## src/rtl/core_ctrl_pkg.sv

```systemverilog
// Shared encodings for the multi-cycle RV32I control path: FSM states,
// major opcodes, ALU operation classes and datapath mux selects.
package core_ctrl_pkg;

    localparam logic [3:0] S_FETCH  = 4'd0;
    localparam logic [3:0] S_DECODE = 4'd1;
    localparam logic [3:0] S_MEMADR = 4'd2;
    localparam logic [3:0] S_MEMRD  = 4'd3;
    localparam logic [3:0] S_MEMWB  = 4'd4;
    localparam logic [3:0] S_MEMWR  = 4'd5;
    localparam logic [3:0] S_EXEC_R = 4'd6;
    localparam logic [3:0] S_EXEC_I = 4'd7;
    localparam logic [3:0] S_ALUWB  = 4'd8;
    localparam logic [3:0] S_BRANCH = 4'd9;
    localparam logic [3:0] S_HALT   = 4'd10;

    typedef enum logic [3:0] {
        FETCH  = S_FETCH,
        DECODE = S_DECODE,
        MEMADR = S_MEMADR,
        MEMRD  = S_MEMRD,
        MEMWB  = S_MEMWB,
        MEMWR  = S_MEMWR,
        EXEC_R = S_EXEC_R,
        EXEC_I = S_EXEC_I,
        ALUWB  = S_ALUWB,
        BRANCH = S_BRANCH,
        HALT   = S_HALT
    } state_e;

    localparam logic [6:0] OP_LOAD   = 7'b0000011;
    localparam logic [6:0] OP_STORE  = 7'b0100011;
    localparam logic [6:0] OP_RTYPE  = 7'b0110011;
    localparam logic [6:0] OP_ITYPE  = 7'b0010011;
    localparam logic [6:0] OP_BRANCH = 7'b1100011;

    localparam logic [1:0] ALUOP_ADD  = 2'b00;
    localparam logic [1:0] ALUOP_SUB  = 2'b01;
    localparam logic [1:0] ALUOP_FUNC = 2'b10;

    localparam logic [1:0] SRCA_PC    = 2'b00;
    localparam logic [1:0] SRCA_RS1   = 2'b01;
    localparam logic [1:0] SRCA_OLDPC = 2'b10;

    localparam logic [1:0] SRCB_RS2  = 2'b00;
    localparam logic [1:0] SRCB_FOUR = 2'b01;
    localparam logic [1:0] SRCB_IMM  = 2'b10;

    // States that hold on the memory port and are covered by the wait timeout.
    function automatic logic is_wait_state(input state_e s);
        return (s == FETCH) || (s == MEMRD) || (s == MEMWR);
    endfunction

endpackage

```

## src/rtl/multicycle_ctrl_if.sv

```systemverilog
// Control bundle between the multi-cycle controller (master) and the datapath (slave).
interface multicycle_ctrl_if #(parameter int CNT_W = 32);

    logic [6:0]       opcode;
    logic             zero;
    logic             mem_ready;
    logic             pc_write;
    logic             pc_write_cond;
    logic             ir_write;
    logic             mem_read;
    logic             mem_write;
    logic             i_or_d;
    logic             reg_write;
    logic             mem_to_reg;
    logic [1:0]       alu_src_a;
    logic [1:0]       alu_src_b;
    logic [1:0]       alu_op;
    logic             pc_src;
    logic             fault;
    logic [CNT_W-1:0] retired;

    modport master (
        input  opcode, zero, mem_ready,
        output pc_write, pc_write_cond, ir_write, mem_read, mem_write, i_or_d,
               reg_write, mem_to_reg, alu_src_a, alu_src_b, alu_op, pc_src,
               fault, retired
    );

    modport slave (
        output opcode, zero, mem_ready,
        input  pc_write, pc_write_cond, ir_write, mem_read, mem_write, i_or_d,
               reg_write, mem_to_reg, alu_src_a, alu_src_b, alu_op, pc_src,
               fault, retired
    );

endinterface

```

## src/rtl/multicycle_ctrl.sv

```systemverilog
// Main control FSM of the multi-cycle RV32I core, with memory-wait timeout,
// sticky fault flag and retired-instruction counter.
module multicycle_ctrl
    import core_ctrl_pkg::*;
#(
    parameter int MAX_WAIT = 15,
    parameter int CNT_W    = 32
) (
    input  logic                clk,
    input  logic                reset,
    multicycle_ctrl_if.master   bus
);

    localparam logic [7:0] WAIT_LAST = 8'(MAX_WAIT - 1);

    state_e           state_q, state_d;
    logic             fault_q, fault_d;
    logic [CNT_W-1:0] retired_q, retired_d;
    logic [7:0]       wait_q, wait_d;
    logic             retire_s;
    logic             timeout_s;

    // State, fault, retired and wait-counter registers.
    always_ff @(posedge clk or posedge reset) begin
        if (reset) begin
            state_q   <= FETCH;
            fault_q   <= 1'b0;
            retired_q <= '0;
            wait_q    <= 8'd0;
        end else begin
            state_q   <= state_d;
            fault_q   <= fault_d;
            retired_q <= retired_d;
            wait_q    <= wait_d;
        end
    end

    // Next-state logic; the timeout fires on the last allowed wait cycle only if memory is still busy.
    always_comb begin
        state_d   = state_q;
        fault_d   = fault_q;
        retire_s  = 1'b0;
        timeout_s = is_wait_state(state_q) && !bus.mem_ready && (wait_q == WAIT_LAST);
        case (state_q)
            FETCH, MEMRD, MEMWR: begin
                if (bus.mem_ready) begin
                    if (state_q == FETCH) begin
                        state_d = DECODE;
                    end else if (state_q == MEMRD) begin
                        state_d = MEMWB;
                    end else begin
                        state_d  = FETCH;
                        retire_s = 1'b1;
                    end
                end else if (timeout_s) begin
                    state_d = HALT;
                    fault_d = 1'b1;
                end else begin
                    state_d = state_q;
                end
            end
            DECODE: begin
                case (bus.opcode)
                    OP_LOAD, OP_STORE: state_d = MEMADR;
                    OP_RTYPE:          state_d = EXEC_R;
                    OP_ITYPE:          state_d = EXEC_I;
                    OP_BRANCH:         state_d = BRANCH;
                    default: begin
                        state_d = HALT;
                        fault_d = 1'b1;
                    end
                endcase
            end
            MEMADR: begin
                if (bus.opcode == OP_STORE) begin
                    state_d = MEMWR;
                end else begin
                    state_d = MEMRD;
                end
            end
            EXEC_R, EXEC_I: state_d = ALUWB;
            MEMWB, ALUWB, BRANCH: begin
                state_d  = FETCH;
                retire_s = 1'b1;
            end
            HALT: state_d = HALT;
            default: begin
                state_d = HALT;
                fault_d = 1'b1;
            end
        endcase
        retired_d = retire_s ? (retired_q + CNT_W'(1)) : retired_q;
        wait_d    = (is_wait_state(state_q) && (state_d == state_q)) ? (wait_q + 8'd1) : 8'd0;
    end

    // Control outputs decoded from the current state; enables are forced low while reset is held.
    always_comb begin
        bus.pc_write      = 1'b0;
        bus.pc_write_cond = 1'b0;
        bus.ir_write      = 1'b0;
        bus.mem_read      = 1'b0;
        bus.mem_write     = 1'b0;
        bus.i_or_d        = 1'b0;
        bus.reg_write     = 1'b0;
        bus.mem_to_reg    = 1'b0;
        bus.alu_src_a     = SRCA_PC;
        bus.alu_src_b     = SRCB_RS2;
        bus.alu_op        = ALUOP_ADD;
        bus.pc_src        = 1'b0;
        if (reset) begin
            bus.alu_src_b = SRCB_FOUR;
        end else begin
            case (state_q)
                FETCH: begin
                    bus.mem_read  = 1'b1;
                    bus.ir_write  = bus.mem_ready;
                    bus.pc_write  = bus.mem_ready;
                    bus.alu_src_b = SRCB_FOUR;
                end
                DECODE: begin
                    bus.alu_src_a = SRCA_OLDPC;
                    bus.alu_src_b = SRCB_IMM;
                end
                MEMADR, EXEC_I: begin
                    bus.alu_src_a = SRCA_RS1;
                    bus.alu_src_b = SRCB_IMM;
                    bus.alu_op    = (state_q == EXEC_I) ? ALUOP_FUNC : ALUOP_ADD;
                end
                MEMRD: begin
                    bus.mem_read = 1'b1;
                    bus.i_or_d   = 1'b1;
                end
                MEMWB: begin
                    bus.reg_write  = 1'b1;
                    bus.mem_to_reg = 1'b1;
                end
                MEMWR: begin
                    bus.mem_write = 1'b1;
                    bus.i_or_d    = 1'b1;
                end
                EXEC_R: begin
                    bus.alu_src_a = SRCA_RS1;
                    bus.alu_op    = ALUOP_FUNC;
                end
                ALUWB: bus.reg_write = 1'b1;
                BRANCH: begin
                    bus.alu_src_a     = SRCA_RS1;
                    bus.alu_op        = ALUOP_SUB;
                    bus.pc_write_cond = 1'b1;
                    bus.pc_src        = 1'b1;
                end
                default: bus.pc_src = 1'b0;
            endcase
        end
    end

    assign bus.fault   = fault_q;
    assign bus.retired = retired_q;

endmodule

```

## src/flat_wrapper.sv

```systemverilog
// flat-port wrapper written by rule: the top's interface ports become plain ports
module multicycle_ctrl_flat import core_ctrl_pkg::*;
#(
    parameter int MAX_WAIT = 15,
    parameter int CNT_W    = 32
)
  (clk, reset, bus_opcode, bus_zero, bus_mem_ready, bus_pc_write, bus_pc_write_cond, bus_ir_write, bus_mem_read, bus_mem_write, bus_i_or_d, bus_reg_write, bus_mem_to_reg, bus_alu_src_a, bus_alu_src_b, bus_alu_op, bus_pc_src, bus_fault, bus_retired);
  multicycle_ctrl_if #(.CNT_W(CNT_W)) bus_i ();
  input  logic clk;
  input  logic reset;
  input wire logic [$bits(bus_i.opcode)-1:0] bus_opcode;
  input wire logic [$bits(bus_i.zero)-1:0] bus_zero;
  input wire logic [$bits(bus_i.mem_ready)-1:0] bus_mem_ready;
  output wire logic [$bits(bus_i.pc_write)-1:0] bus_pc_write;
  output wire logic [$bits(bus_i.pc_write_cond)-1:0] bus_pc_write_cond;
  output wire logic [$bits(bus_i.ir_write)-1:0] bus_ir_write;
  output wire logic [$bits(bus_i.mem_read)-1:0] bus_mem_read;
  output wire logic [$bits(bus_i.mem_write)-1:0] bus_mem_write;
  output wire logic [$bits(bus_i.i_or_d)-1:0] bus_i_or_d;
  output wire logic [$bits(bus_i.reg_write)-1:0] bus_reg_write;
  output wire logic [$bits(bus_i.mem_to_reg)-1:0] bus_mem_to_reg;
  output wire logic [$bits(bus_i.alu_src_a)-1:0] bus_alu_src_a;
  output wire logic [$bits(bus_i.alu_src_b)-1:0] bus_alu_src_b;
  output wire logic [$bits(bus_i.alu_op)-1:0] bus_alu_op;
  output wire logic [$bits(bus_i.pc_src)-1:0] bus_pc_src;
  output wire logic [$bits(bus_i.fault)-1:0] bus_fault;
  output wire logic [$bits(bus_i.retired)-1:0] bus_retired;
  assign bus_i.opcode = bus_opcode;
  assign bus_i.zero = bus_zero;
  assign bus_i.mem_ready = bus_mem_ready;
  assign bus_pc_write = bus_i.pc_write;
  assign bus_pc_write_cond = bus_i.pc_write_cond;
  assign bus_ir_write = bus_i.ir_write;
  assign bus_mem_read = bus_i.mem_read;
  assign bus_mem_write = bus_i.mem_write;
  assign bus_i_or_d = bus_i.i_or_d;
  assign bus_reg_write = bus_i.reg_write;
  assign bus_mem_to_reg = bus_i.mem_to_reg;
  assign bus_alu_src_a = bus_i.alu_src_a;
  assign bus_alu_src_b = bus_i.alu_src_b;
  assign bus_alu_op = bus_i.alu_op;
  assign bus_pc_src = bus_i.pc_src;
  assign bus_fault = bus_i.fault;
  assign bus_retired = bus_i.retired;
  multicycle_ctrl #(.MAX_WAIT(MAX_WAIT), .CNT_W(CNT_W)) u_core (.clk(clk), .reset(reset), .bus(bus_i));
endmodule
```

## config.mk

```make
export PLATFORM = sky130hd
export DESIGN_NAME = multicycle_ctrl_flat
export DESIGN_NICKNAME = d
export VERILOG_FILES = /design/src/rtl/core_ctrl_pkg.sv /design/src/rtl/multicycle_ctrl_if.sv /design/src/rtl/multicycle_ctrl.sv /design/src/flat_wrapper.sv
export SDC_FILE = /design/constraint.sdc
export NUM_CORES = 1
export LEC_CHECK = 0
export ABC_CLOCK_PERIOD_IN_PS = 2200
export CAP_MARGIN = 20
export CORE_MARGIN = 4
export CORE_UTILIZATION = 45
export CTS_CLUSTER_SIZE = 12
export DETAILED_ROUTE_END_ITERATION = 7
export GPL_TIMING_DRIVEN = 0
export PLACE_DENSITY = 0.74
export SYNTH_ARGS = -nofsm -noshare
export SYNTH_HDL_FRONTEND = slang
export SYNTH_SLANG_ARGS = --single-unit
```

## constraint.sdc

```tcl
create_clock -name clk -period 2.2 [get_ports clk]
set_clock_uncertainty 0.05 [all_clocks]
set_input_delay 0.22 -clock clk [delete_from_list [all_inputs] [get_ports clk]]
set_output_delay 0.22 -clock clk [all_outputs]
set_load 0.01 [all_outputs]
```

After elaboration in Yosys (flattened, before gate mapping)
Index checks and enable logic that the tools add are counted.
{"block": "op_classes", "n_lt_le_gt_ge": 0, "n_addsub": 2, "reduce_logical": 20, "bitwise_logic": 1, "div": 0, "n_mux": 37, "shifts": 0, "n_eq_ne": 20, "multipliers": 0}
{"cell": "$add 32x1->32 const B", "count": 1}
{"cell": "$mux 1", "count": 20}
{"cell": "$pmux 4 s5", "count": 1}
{"cell": "$eq 4x3->1 const B", "count": 4}
{"cell": "$pmux 4 s4", "count": 1}
{"cell": "$eq 7x6->1 const B", "count": 2}
{"cell": "$eq 4x4->1 const B", "count": 3}
{"cell": "$mux 4", "count": 3}
{"cell": "$reduce_or 2->1", "count": 6}
{"cell": "$reduce_or 3->1", "count": 3}
{"cell": "$add 8x1->8 const B", "count": 1}
{"cell": "$eq 4x2->1 const B", "count": 2}
{"cell": "$eq 8x4->1 const B", "count": 1}
{"cell": "$mux 2", "count": 4}
{"cell": "$mux 8", "count": 1}
{"cell": "$pmux 2 s2", "count": 2}
{"cell": "$eq 7x2->1 const B", "count": 1}
{"cell": "$eq 7x5->1 const B", "count": 1}
{"cell": "$eq 7x7->1 const B", "count": 1}
{"cell": "$reduce_or 7->1", "count": 1}
{"cell": "$mux 3", "count": 2}
{"cell": "$pmux 2 s3", "count": 1}
{"cell": "$reduce_or 5->1", "count": 1}
{"cell": "$eq 4x1->1 const B", "count": 1}
{"cell": "other kinds (12)", "count": 16}
{"block": "word_totals", "latch_bits": 0, "reg_bits": 45, "ramBits": 0, "word_cells": 84, "in_bits": 11, "n_memories": 0, "rom_bits": 0, "output_inout_bits": 48}

Depth between registers and ports, before layout
{"block": "depth", "ltp_word": 11, "mapped_depth": 7, "depth_no_buf": 6}

Worst setup path before layout
OpenSTA, ideal clock, no wires.
{"block": "synth_timing", "kind": "flip-flop to flip-flop", "start": "register u_core.retired_q[10] (netlist: u_core.bus.retired[10])", "end": "register u_core.retired_q[24] (netlist: u_core.bus.retired[24])", "t_arrival_ns": 2.030, "required_time_ns": 2.071, "path_stages_with_launch": 7, "n_path_buf": 1, "setup_ns": 0.079, "path_slack_ns": 0.041, "path_cell_list": "dfrtp_1 nand4_1 or4_1 or4_1 buf_4 nor3_4 xor2_1"}
{"block": "synth_between", "elab_chain_len": 1}
{"item": "start, declared", "line_no": "multicycle_ctrl.sv:18", "text": "logic [CNT_W-1:0] retired_q, retired_d;"}
{"item": "start signal, assigned", "line_no": "multicycle_ctrl.sv:33", "text": "retired_q <= retired_d;"}
{"item": "$add 32x1->32", "line_no": "multicycle_ctrl.sv:92", "text": "retired_d = retire_s ? (retired_q + CNT_W'(1)) : retired_q;"}
Every way passes these cells.
A chain may end at the register's enable or synchronous reset.

Worst setup path in the final report
{"block": "layout_timing", "start": "register u_core.retired_q[4] (netlist: u_core.bus.retired[4])", "end": "register u_core.retired_q[24] (netlist: u_core.bus.retired[24])"}
Same word-level chain as after synthesis.

==> results_dict.tcl <==
set metrics [dict create \
    gp_congestion 0.850 \
    n_fill_cell 432 \
    die_h_microns 81.9 \
    antenna_found_initial 0 \
    grt_max_degree 34 \
    firstDrtPassIters 4 \
    required_ns 2.39 \
    tightest_slew_ns 0.529 \
    syn2layout_area_growth_pct 41.0 \
    whs_ns 0.0301 \
    setup_violations 0 \
    rows 26 \
    power.leakage_uw 0.00162 \
    p_per_area_nw_per_um2 831 \
    grt-busiest-layer "met2" \
    yosysTopAreaCell "dfrtp_1" \
    maxSlewViolCount 0 \
    hpwlAfterDp_mm 4.15 \
    cts-root-buf "clkbuf_8" \
    core_sq_um 5200 \
    ys_ff_latch 45 \
    grt_pass1_vias 2127 \
    finalHoldViolCount 0 \
    avgSynthCellArea_sq_um 9.37 \
    drt-total-wl_mm 6.02 \
    ys.warnings.count 0 \
    worstRegToRegCells 6 \
    drc 0 \
    ir_worst_vdd_mv 0.680 \
    vias 2228 \
    ys_seq_area_frac 0.458 \
    postRouteAntennaNets 0 \
    cts.clk_slew.worst_paths_ns 0.10 \
    placed_cell_area_sq_um 3120 \
    drive_above_1_share 0.184 \
    fin_crit_sh 0.972 \
    met2_usage 0.292 \
    grt_use_met3 0.0482 \
    period_needed_ns 2.14 \
    path_max_fanout 7 \
    start_util 0.472 \
    clock_path_buffers 2 \
    cp-end-kind "flip-flop" \
    hp-class "in2async" \
    grtUsageTotal 0.184 \
    syn_area_sq_um 2460 \
    die_x_microns 81.9 \
    synth_top_cell_area_share 0.458 \
    clock.fmax_ghz 0.468 \
    die_area_sq_um 6700 \
    cts_max_level 2 \
    grt_util_met1 0.236 \
    design_area_sq_um 3460 \
    insertion_delay_ns 0.30 \
    critPathKind "reg2reg" \
    grt_pass1_wl_mm 9.64 \
    layout.nets 355 \
    holdBufCountCts 0 \
    run_status "finished, final reports clean" \
    worst_setup_path_start_kind "flip-flop" \
    arrival_ns 2.33 \
    port_buffers 56 \
    io_pins 59 \
    drt_iter0_drc 193 \
    routedWlPerCell_microns 14.6 \
    cts_tree "done" \
    timing.max_cap.violations 0 \
    cts.sinks 45 \
    syn_inst 262 \
    grt_overflow_total 0 \
    ys_types 42 \
    syn_nets 276 \
    numCtsBuffers 5 \
    antenna_cells 0 \
    slew_headroom 0.644 \
    synth.area.top_cells "dfrtp_1 (46%), xnor2_1 (8.2%), xor2_1 (6.4%)" \
    via_per_inst 5.41 \
]
[critical path, stage by stage (launching register included)]
cell and delay [ns]:
dfrtp_1 0.39, nand4_1 0.15, or4_4 0.56, or4_4 0.43, buf_6 0.16, nor3_4 0.19
xor2_1 0.15
[worst paths after layout]
path	start	endpoint	slack, ns
worst max-delay path	u_core.bus.retired[4]	u_core.bus.retired[24]	0.06
max in group asynchronous	reset	u_core.bus.retired[10]	1.58
worst min-delay path	reset	u_core.bus.retired[5]	0.03
worst max register to register	u_core.bus.retired[4]	u_core.bus.retired[24]	0.06
worst min register to register	u_core.bus.retired[31]	u_core.bus.retired[31]	0.42
min in group clk	u_core.bus.retired[31]	u_core.bus.retired[31]	0.42
[power breakdown]
group	total [uW]	leakage, uW	internal (uW)	switching, uW
clock network	545	0.0000447	230	315
logic	1330	0.000979	589	746
registers	998	0.000594	918	79.8
total	2880	0.00162	1740	1140
[cells by family after synthesis]
family	after synthesis	share of synthesized area
and+or+nand+nor	123	0.265
AOI/OAI and AO/OA	25	0.0672
muxes	1	0.00458
adders and majority gates	3	0.0153
xor gates and xnor gates	41	0.146
DFF	45	0.458
buffers and inverters	24	0.0433
[metrics by stage]
stage	total power, uW	setup slack (ns)	utilization	std cells	TNS (ns)
floorplan	1740	0.0411	-	262	0
global placement	2140	-0.513	0.596	388	-7.06
detailed placement	2150	-0.362	0.600	389	-6.88
CTS	2820	0.00352	0.641	403	0
global route	3050	-0.00774	0.665	412	-0.0121
finish	2880	0.0611	0.665	412	0
[sequential cells by signal (all words and copies together), names as in the netlist]
name,cells
u_core.bus.fault,1
u_core.state_q,4
u_core.bus.retired,32
u_core.wait_q,8
[synth_stat cells (all sizes together)]
cell type and instances:
nand4 17, xor2 18, or4b 1, mux2 1
clkbuf 9, nor4 5, nand2b 3, nand3 10
o21bai 1, and3 6, ha 3, nand3b 3
a211oi 1, dfrtp 45, a2bb2oi 1, a21bo 1
buf 6, a21oi 5, inv 9, nor2 30
o311ai 2, o22ai 1, nor3 13, o211ai 1
or2 2, o21ai 7, nand4bb 2, nor4b 1
a31oi 2, nor2b 3, nand2 24, and2 1
a2bb2o 1, or4 2, a221oi 1, a211o 1
xnor2 23
[layout by cell type (no fill, tap or decap), types with 3 or more instances in the layout]
cell type        netlist  final
dlymetal6s2s_1         0      6
nor3_1                11      8
xor2_1                18     18
nand2b_1               3      3
ha_1                   3      3
nor2_2                 0      3
buf_6                  0      3
nand4_1               17     17
buf_4                  4     21
dfrtp_1               45     42
nor3_2                 1      3
nand3_1               10     10
nand3b_1               3      3
inv_1                  9      8
clkbuf_1               9      3
dlygate4sd2_1          0      6
a21oi_1                5      4
nor4_1                 4      4
nor2_1                30     25
and3_1                 6      6
xnor2_1               23     23
o21ai_0                7      7
clkbuf_8               0      6
dfrtp_2                0      3
nand2_1               24     24
clkdlybuf4s50_1        0     43
[layout make-up]
cell class | instances | area (sq um) | share of cell area
repair buffers | 74 | 713 | 0.206
plain buffers | 13 | 98.8 | 0.0286
flip-flops and latches | 45 | 1130 | 0.326
clock inverters | 3 | 25.0 | 0.00723
well taps | 70 | 87.6 | 0.0253
inverters | 9 | 33.8 | 0.00976
multi-input cells | 193 | 1310 | 0.377
clock buffers | 5 | 68.8 | 0.0199
[per-layer routing]
layer	part of all wire	vias to the layer above
met5	0	-
met4	0.018	0
met3	0.058	11
met2	0.50	68
met1	0.43	1089
li1	-	1060
[what timing repair did]
action                                  4_1_cts  5_1_grt
setup buffers                                 8        9
endpoints found under the hold margin         0        0
gates resized for setup                      31       20
pin swaps                                     1        2
endpoints found under the setup margin       30       23
Power figures use the tool's default switching activity.
